$ cat config.mk
export PLATFORM = sky130hd
export DESIGN_NAME = dump_sequencer
export DESIGN_NICKNAME = d
export VERILOG_FILES = /design/src/rtl/dump_pkg.sv /design/src/rtl/word_tx_serializer.sv /design/src/rtl/dump_sequencer.sv
export SDC_FILE = /design/constraint.sdc
export NUM_CORES = 1
export LEC_CHECK = 0
export BUFFER_PORTS_ARGS = -buffer_cell sky130_fd_sc_hd__buf_2
export CORE_MARGIN = 2
export CORE_UTILIZATION = 45
export DETAILED_ROUTE_END_ITERATION = 7
export PLACE_DENSITY = 0.72
export REMOVE_ABC_BUFFERS = 1
export SYNTH_ARGS = -nofsm -noshare
export SYNTH_HDL_FRONTEND = slang
export SYNTH_SLANG_ARGS = --single-unit
$ cat constraint.sdc
create_clock -name i_clock -period 2.2 [get_ports i_clock]
set_input_delay 0.11 -clock i_clock [delete_from_list [all_inputs] [get_ports i_clock]]
set_output_delay 0.11 -clock i_clock [all_outputs]
set_load 0.03 [all_outputs]
$ cat src/rtl/dump_pkg.sv
// Shared widths, state encodings and byte-count constants for the state-dump sequencer.
package dump_pkg;

  localparam int unsigned BYTE           = 8;
  localparam int unsigned DWORD          = 32;
  localparam int unsigned RB_ADDR        = 5;
  localparam int unsigned DM_ADDR        = 5;
  localparam int unsigned NB_RB_WORDS    = 32;
  localparam int unsigned NB_DM_WORDS    = 32;
  localparam int unsigned BYTES_PER_WORD = 4;
  localparam int unsigned TOTAL_BYTES    = BYTES_PER_WORD * (1 + NB_RB_WORDS + NB_DM_WORDS);
  localparam int unsigned IDX_W          = 6;
  localparam int unsigned BCNT_W         = 2;

  typedef enum logic [2:0] {
    IDLE, SEND, WAIT, RB_REQ, RB_CAP, DM_REQ, DM_CAP, DONE
  } state_t;

  typedef enum logic [1:0] {
    PH_PC, PH_RB, PH_DM
  } phase_t;

  typedef enum logic [1:0] {
    SER_IDLE, SER_SEND, SER_WAIT
  } ser_state_t;

endpackage

$ cat src/rtl/word_tx_serializer.sv
// Holds one 32-bit word and hands it to the UART byte by byte, LSB first,
// using a one-cycle start pulse and a done handshake per byte.
module word_tx_serializer
  import dump_pkg::*;
(
  input  logic             i_clock,
  input  logic             i_reset,
  input  logic             i_load,
  input  logic [DWORD-1:0] i_word,
  input  logic             i_tx_done,
  output logic [BYTE-1:0]  o_tx_data,
  output logic             o_tx_start,
  output logic             o_byte_done_c,
  output logic             o_word_done_c
);

  ser_state_t        r_state, w_next_state;
  logic [BCNT_W-1:0] r_byte_cnt, w_next_cnt;
  logic [DWORD-1:0]  r_word, w_next_word;
  logic [BYTE-1:0]   r_tx_data;
  logic              r_tx_start;

  always_ff @(posedge i_clock or negedge i_reset) begin
    if (!i_reset) begin
      r_state    <= SER_IDLE;
      r_byte_cnt <= '0;
      r_word     <= '0;
    end else begin
      r_state    <= w_next_state;
      r_byte_cnt <= w_next_cnt;
      r_word     <= w_next_word;
    end
  end

  // tx_done only matters while waiting, so a stray done never skips a byte
  always_comb begin
    w_next_state  = r_state;
    w_next_cnt    = r_byte_cnt;
    w_next_word   = r_word;
    o_byte_done_c = 1'b0;
    o_word_done_c = 1'b0;
    case (r_state)
      SER_IDLE: begin
        if (i_load) begin
          w_next_state = SER_SEND;
          w_next_cnt   = '0;
          w_next_word  = i_word;
        end
      end
      SER_SEND: w_next_state = SER_WAIT;
      SER_WAIT: begin
        if (i_tx_done) begin
          o_byte_done_c = 1'b1;
          if (r_byte_cnt == BCNT_W'(BYTES_PER_WORD - 1)) begin
            o_word_done_c = 1'b1;
            w_next_cnt    = '0;
            w_next_state  = SER_IDLE;
          end else begin
            w_next_cnt   = r_byte_cnt + BCNT_W'(1);
            w_next_state = SER_SEND;
          end
        end
      end
      default: w_next_state = SER_IDLE;
    endcase
  end

  // Byte lane is chosen from next-state values so data and start line up
  always_ff @(posedge i_clock or negedge i_reset) begin
    if (!i_reset) begin
      r_tx_data  <= '0;
      r_tx_start <= 1'b0;
    end else begin
      r_tx_start <= (w_next_state == SER_SEND);
      if (w_next_state == SER_SEND)
        r_tx_data <= w_next_word[{w_next_cnt, 3'b000} +: BYTE];
    end
  end

  assign o_tx_data  = r_tx_data;
  assign o_tx_start = r_tx_start;

endmodule

$ cat src/rtl/dump_sequencer.sv
// Walks PC, register bank and data memory after halt/step, fetching each word
// through the debug read ports and streaming it to the UART transmitter.
module dump_sequencer
  import dump_pkg::*;
(
  input  logic               i_clock,
  input  logic               i_reset,
  input  logic               i_start,
  input  logic [DWORD-1:0]   i_pc_value,
  input  logic [DWORD-1:0]   i_rb_data,
  input  logic [DWORD-1:0]   i_dm_data,
  input  logic               i_tx_done,
  output logic [RB_ADDR-1:0] o_rb_addr,
  output logic               o_rb_enable,
  output logic               o_rb_read_enable,
  output logic [DM_ADDR-1:0] o_dm_addr,
  output logic               o_dm_enable,
  output logic               o_dm_read_enable,
  output logic               o_dm_du_flag,
  output logic [BYTE-1:0]    o_tx_data,
  output logic               o_tx_start,
  output logic               o_busy,
  output logic               o_done
);

  state_t            r_state, w_next_state;
  phase_t            r_phase, w_next_phase;
  logic [IDX_W-1:0]  r_idx, w_next_idx;
  logic              w_load;
  logic [DWORD-1:0]  w_load_word;
  logic              w_byte_done;
  logic              w_word_done;

  logic [RB_ADDR-1:0] r_rb_addr;
  logic [DM_ADDR-1:0] r_dm_addr;
  logic               r_rb_en, r_dm_en, r_busy, r_done;

  word_tx_serializer u_ser (
    .i_clock       (i_clock),
    .i_reset       (i_reset),
    .i_load        (w_load),
    .i_word        (w_load_word),
    .i_tx_done     (i_tx_done),
    .o_tx_data     (o_tx_data),
    .o_tx_start    (o_tx_start),
    .o_byte_done_c (w_byte_done),
    .o_word_done_c (w_word_done)
  );

  always_ff @(posedge i_clock or negedge i_reset) begin
    if (!i_reset) begin
      r_state <= IDLE;
      r_phase <= PH_PC;
      r_idx   <= '0;
    end else begin
      r_state <= w_next_state;
      r_phase <= w_next_phase;
      r_idx   <= w_next_idx;
    end
  end

  always_comb begin
    w_next_state = r_state;
    w_next_phase = r_phase;
    w_next_idx   = r_idx;
    w_load       = 1'b0;
    w_load_word  = i_pc_value;
    case (r_state)
      IDLE: begin
        if (i_start) begin
          w_next_state = SEND;
          w_next_phase = PH_PC;
          w_next_idx   = '0;
          w_load       = 1'b1;
        end
      end
      SEND: w_next_state = WAIT;
      WAIT: begin
        if (w_word_done) begin
          case (r_phase)
            PH_PC: begin
              w_next_state = RB_REQ;
              w_next_phase = PH_RB;
              w_next_idx   = '0;
            end
            PH_RB: begin
              if (r_idx != IDX_W'(NB_RB_WORDS - 1)) begin
                w_next_state = RB_REQ;
                w_next_idx   = r_idx + IDX_W'(1);
              end else begin
                w_next_state = DM_REQ;
                w_next_phase = PH_DM;
                w_next_idx   = '0;
              end
            end
            PH_DM: begin
              if (r_idx != IDX_W'(NB_DM_WORDS - 1)) begin
                w_next_state = DM_REQ;
                w_next_idx   = r_idx + IDX_W'(1);
              end else begin
                w_next_state = DONE;
              end
            end
            default: w_next_state = DONE;
          endcase
        end else if (w_byte_done) begin
          w_next_state = SEND;
        end
      end
      RB_REQ: w_next_state = RB_CAP;
      RB_CAP: begin
        w_load       = 1'b1;
        w_load_word  = i_rb_data;
        w_next_state = SEND;
      end
      DM_REQ: w_next_state = DM_CAP;
      DM_CAP: begin
        w_load       = 1'b1;
        w_load_word  = i_dm_data;
        w_next_state = SEND;
      end
      DONE:    w_next_state = IDLE;
      default: w_next_state = IDLE;
    endcase
  end

  // Outputs follow the state they belong to, registered from the next state
  always_ff @(posedge i_clock or negedge i_reset) begin
    if (!i_reset) begin
      r_rb_addr <= '0;
      r_dm_addr <= '0;
      r_rb_en   <= 1'b0;
      r_dm_en   <= 1'b0;
      r_busy    <= 1'b0;
      r_done    <= 1'b0;
    end else begin
      r_rb_en <= (w_next_state == RB_REQ);
      r_dm_en <= (w_next_state == DM_REQ);
      r_busy  <= (w_next_state != IDLE);
      r_done  <= (w_next_state == DONE);
      if (w_next_state == RB_REQ) r_rb_addr <= RB_ADDR'(w_next_idx);
      if (w_next_state == DM_REQ) r_dm_addr <= DM_ADDR'(w_next_idx);
    end
  end

  assign o_rb_addr        = r_rb_addr;
  assign o_rb_enable      = r_rb_en;
  assign o_rb_read_enable = r_rb_en;
  assign o_dm_addr        = r_dm_addr;
  assign o_dm_enable      = r_dm_en;
  assign o_dm_read_enable = r_dm_en;
  assign o_dm_du_flag     = r_busy;
  assign o_busy           = r_busy;
  assign o_done           = r_done;

endmodule

==> reports/summary.md <==
Dominant cell by count in the synthesized netlist: dfrtp_1. In the final routing, the length of wire on met1 measures 4.07 mm. Summed over all instances, the cell type with the most area after synthesis is dfrtp_1.

The number of cell instances on the worst register-to-register path is 6. Setup violations remaining at the end of the flow were counted as 0. The worst register-to-register path ends at o_rb_addr[2]$_DFFE_PN0N_.

The area of the multi-input gates is 0.00197 mm2. The worst hold path begins at i_pc_value[25]. The destination of the critical timing path was o_rb_addr[2]$_DFFE_PN0N_. The clock latency at the later pin of the worst-skew pair came out at 0.34 ns. The number of antenna diodes in the final layout is 0.

In this run, distinct cell masters in the synthesized netlist total 50. The flip-flop and latch count after synthesis was 70. Highest signal layer in the routed design: met4. The proportion of netlist area held by the largest area contributor is 0.449, and the number of cell rows is 33. In the synthesized netlist, the cells that appear most often are 70 x dfrtp_1, 63 x nand2_1, 46 x a21oi_1, 46 x nor2_1, 38 x mux2i_1. The buffer and inverter count on the worst path was 0; the filler cell count was 751. Detailed routing placed a total of 4.43 mm of wire on met2. For the worst setup path, the data required time is 2.43 ns. The run gives 0.204 as the overall global routing resource usage.

STA classifies the critical path endpoint as a register. The run gives 0.00830 mm2 as the core region area. The endpoint arrival time on the critical path is 2.32 ns, and the number of search-and-repair iterations in the first detailed-routing pass is 5. In this run the power density over the cells is 1170 mW/mm2. The tools report the number of cells in the design after placement as 638.

Path class of the lowest-slack min-delay path: in -> reg. From synthesis to final layout, the design area changed by 24.8%. Clock transition at the register clock pins on the worst setup and hold paths after CTS: 0.07 ns. The number of antenna violations at the first check in global routing was 0; the share of cells above drive strength 1 was 0.328.

The largest individual stage delay along the critical path comes from the cell dfrtp_1. Entering global routing, the biggest net connects 52 pins. The tightest slew margin relative to the limit came out at 0.430. The sequential cell area in the final layout was 0.00175 mm2. The clock arrives with 0.00814 ns of skew. The start point of the critical path is u_ser.r_byte_cnt[0]$_DFF_PN0_. Port buffering added 125 buffers. The largest stage delay on the critical path works out to 0.39 ns.

For this run, the leading register cell type out of synthesis is dfrtp_1. In this run the vertical extent of the chip is 97.1 um. Counting buffers and inverters, the worst setup path is 6 cells deep.

The master cell of the clock root buffer is clkbuf_8. Clock tree synthesis found a total of 70 sinks. The logs give 0.586 for the post-layout utilization of the core and 654 for the non-filler instance count after layout. Of all nets on the critical path, the largest fanout is 9.

Gate count of the mapped netlist: 421. For the via count of the first global-routing pass, the log shows 3320. Traced cell by cell, the critical path runs through ha_1, nand4b_2, nand2b_1, a21o_1, a22o_1, mux2_2. After synthesis, the mean cell area works out to 9.26 um2. Setup repair after global routing left no endpoint under its margin. The family of cells with the greatest summed delay on the critical path was simple AND/OR/NAND/NOR gates. Buffers inserted during clock tree synthesis total 9.

The final critical-path share of the clock period is 0.951, and the routed wirelength normalized by instance count is 14.1 um. The worst reg2reg path startpoint is u_ser.r_byte_cnt[0]$_DFF_PN0_. The final layout contains 650 nets. The tools report the kind of start point of the critical path as a register. The run gives 126 as the I/O pin total. Setup slack on the worst reg-to-reg path comes out at 0.11 ns. The flow ran to the end, and the final reports show no timing, DRC or antenna violations. The tools report the total length of routed wires as 9.24 mm.

The routed layout has 3406 vias. The Yosys step of the flow raised 0 warnings. The tools report the internal power component as 3400 uW.

Across the VDD grid, the largest voltage drop is 0.423 mV. The analysis attributes to cell leakage a power of 0.00251 uW. The clock passes through at most 2 buffers. The classification of the worst setup path was reg -> reg. For the starting density of the core, the log shows 0.470. The logs give 0.361 for the share of total power in sequential cells and 0.170 for the power share of the clock group. The cell area that synthesis handed to floorplanning was 0.00390 mm2. In this run, the number of DRC markers left after iteration 0 of detailed routing was 139. For the combinational fraction of design power, the log shows 0.469.

The wire length of the first global-routing pass came out at 15.6 mm. The proportion of synthesized flip-flops having asynchronous set or reset was 1.00; the via-per-instance ratio was 5.21. By area the synthesized netlist is led by dfrtp_1 45%, mux2i_1 9.8%, nand2_1 6.1%, a21oi_1 5.9%, nor2_1 4.4%. The met3 wire length is 574 um. The hold violation total from the final report was 0; the smallest setup slack after layout was 0.107 ns. For this design the total switching power over the nets is 2300 uW. The final critical delay including setup and external delays was 2.09 ns; the number of enable-type register cells in the synthesized netlist was 0. TritonCTS built the clock tree. Across the run, the number of max-cap violations was 0.

The half-perimeter wire length after detailed placement is 6.86 mm. The H-tree was split into 3 levels. Once detail routing completed, the nets flagged for antenna violations numbered 0. The logs give 0 for the max-slew violation total from the final report and 0 ns for the accumulated negative setup slack.

The achievable frequency was 478 MHz. The run gives 0.0482 ns as the worst hold margin. The slew of the pin with the lowest slew margin came out at 0.855 ns.

The die covers 0.00942 mm2. In this run the horizontal extent of the chip is 97.1 um. For this run the aggregate overflow at the end of global routing stands at 0. At the end of routability-driven placement, the weighted congestion stood at 0.848.

The sequential area share after synthesis was 0.449; the fraction of power spent switching nets was 0.404. The DRC violations left came out at 0. Timing analysis after detailed placement gives a worst setup slack of 0.0958 ns.
[worst min-delay path by stage]
stage,to,cells after the start
global route,u_ser.r_word[17]$_DFF_PN0_,3
global placement,r_state[2]$_DFF_PN0_,1
CTS,u_ser.r_word[19]$_DFF_PN0_,3
detailed placement,o_done$_DFF_PN0_,1
floorplan,o_busy$_DFF_PN0_,0
finish,u_ser.r_word[25]$_DFF_PN0_,3
[flip-flops by register name, indices dropped and copies added, names as in the netlist]
signal	flops
r_phase	2
o_dm_enable	1
o_busy	1
u_ser.o_tx_start	1
u_ser.r_state	2
u_ser.o_tx_data	8
r_state	3
u_ser.r_word	32
u_ser.r_byte_cnt	2
o_rb_enable	1
o_dm_addr	5
r_idx	6
o_rb_addr	5
o_done	1
[through the flow]
step	total power (uW)	instance area, um2
floorplan	3860	3760
global placement	4680	4660
detailed placement	4760	4660
CTS	5730	4850
global route	6150	4870
finish	5700	4870
[area by class of cell]
class,count,share of cell area
clock buffer,11,0.0291
multi-input combinational,311,0.405
tap,105,0.0270
clock inverter,2,0.00720
timing repair buffer,143,0.162
sequential,70,0.361
inverter,12,0.00926
[worst register-to-register path, cell delays in order, from the launching register on]
cell and delay (ns):
dfrtp_1 0.39, ha_1 0.27, nand4b_2 0.28, nand2b_1 0.28, a21o_1 0.22, a22o_1 0.27, mux2_2 0.27
[layer usage]
layer  vias to the layer above  GRT usage
met5                         -          0
met4                         0     0.0704
met3                        12     0.0439
met2                       109      0.334
met1                      1567      0.270
li1                       1718          -
[what timing repair did]
| action | in CTS | in global routing |
|---|---|---|
| endpoints found under the setup margin | 0 | 8 |
| gates resized for setup | 0 | 2 |
| buffers inserted | 0 | 2 |
| hold endpoints to repair | 35 | 0 |
| hold buffers | 1 | 0 |
[cell families (layout without fill, tap and decap cells)]
group / after synthesis / count (layout) / synth area share
flops: 70 / 70 / 0.449
xor+xnor: 2 / 2 / 0.00450
buf+inv: 40 / 168 / 0.0478
compound gates: 119 / 119 / 0.193
fa+ha+maj: 3 / 3 / 0.00963
simple gates: 139 / 139 / 0.169
mux: 48 / 48 / 0.126
[power groups by stage]
stage | sequential (uW) | clock, uW | combinational (uW)
after floorplan | 2340 | 0 | 1510
after global placement | 2070 | 0 | 2610
after detailed placement | 2080 | 0 | 2680
after CTS | 2060 | 994 | 2680
after global routing | 2120 | 1050 | 2980
final | 2060 | 968 | 2670
[layout by cell type, fill, tap and decap left out, drive strengths merged, types with 2 or more instances in the layout]
master,n
a21oi,48
mux2i,38
nand3,3
o22ai,2
nor3b,3
nor2b,2
nand3b,3
a21o,9
nor2,46
buf,142
a211oi,10
a2111o,8
mux2,10
dfrtp,70
ha,3
nand4,2
clkbuf,11
or3,2
o21ai,30
nand2,63
inv,12
or2,2
and2,2
nand2b,6
a22o,3
Note: power is estimated with default switching activity, not from simulation.
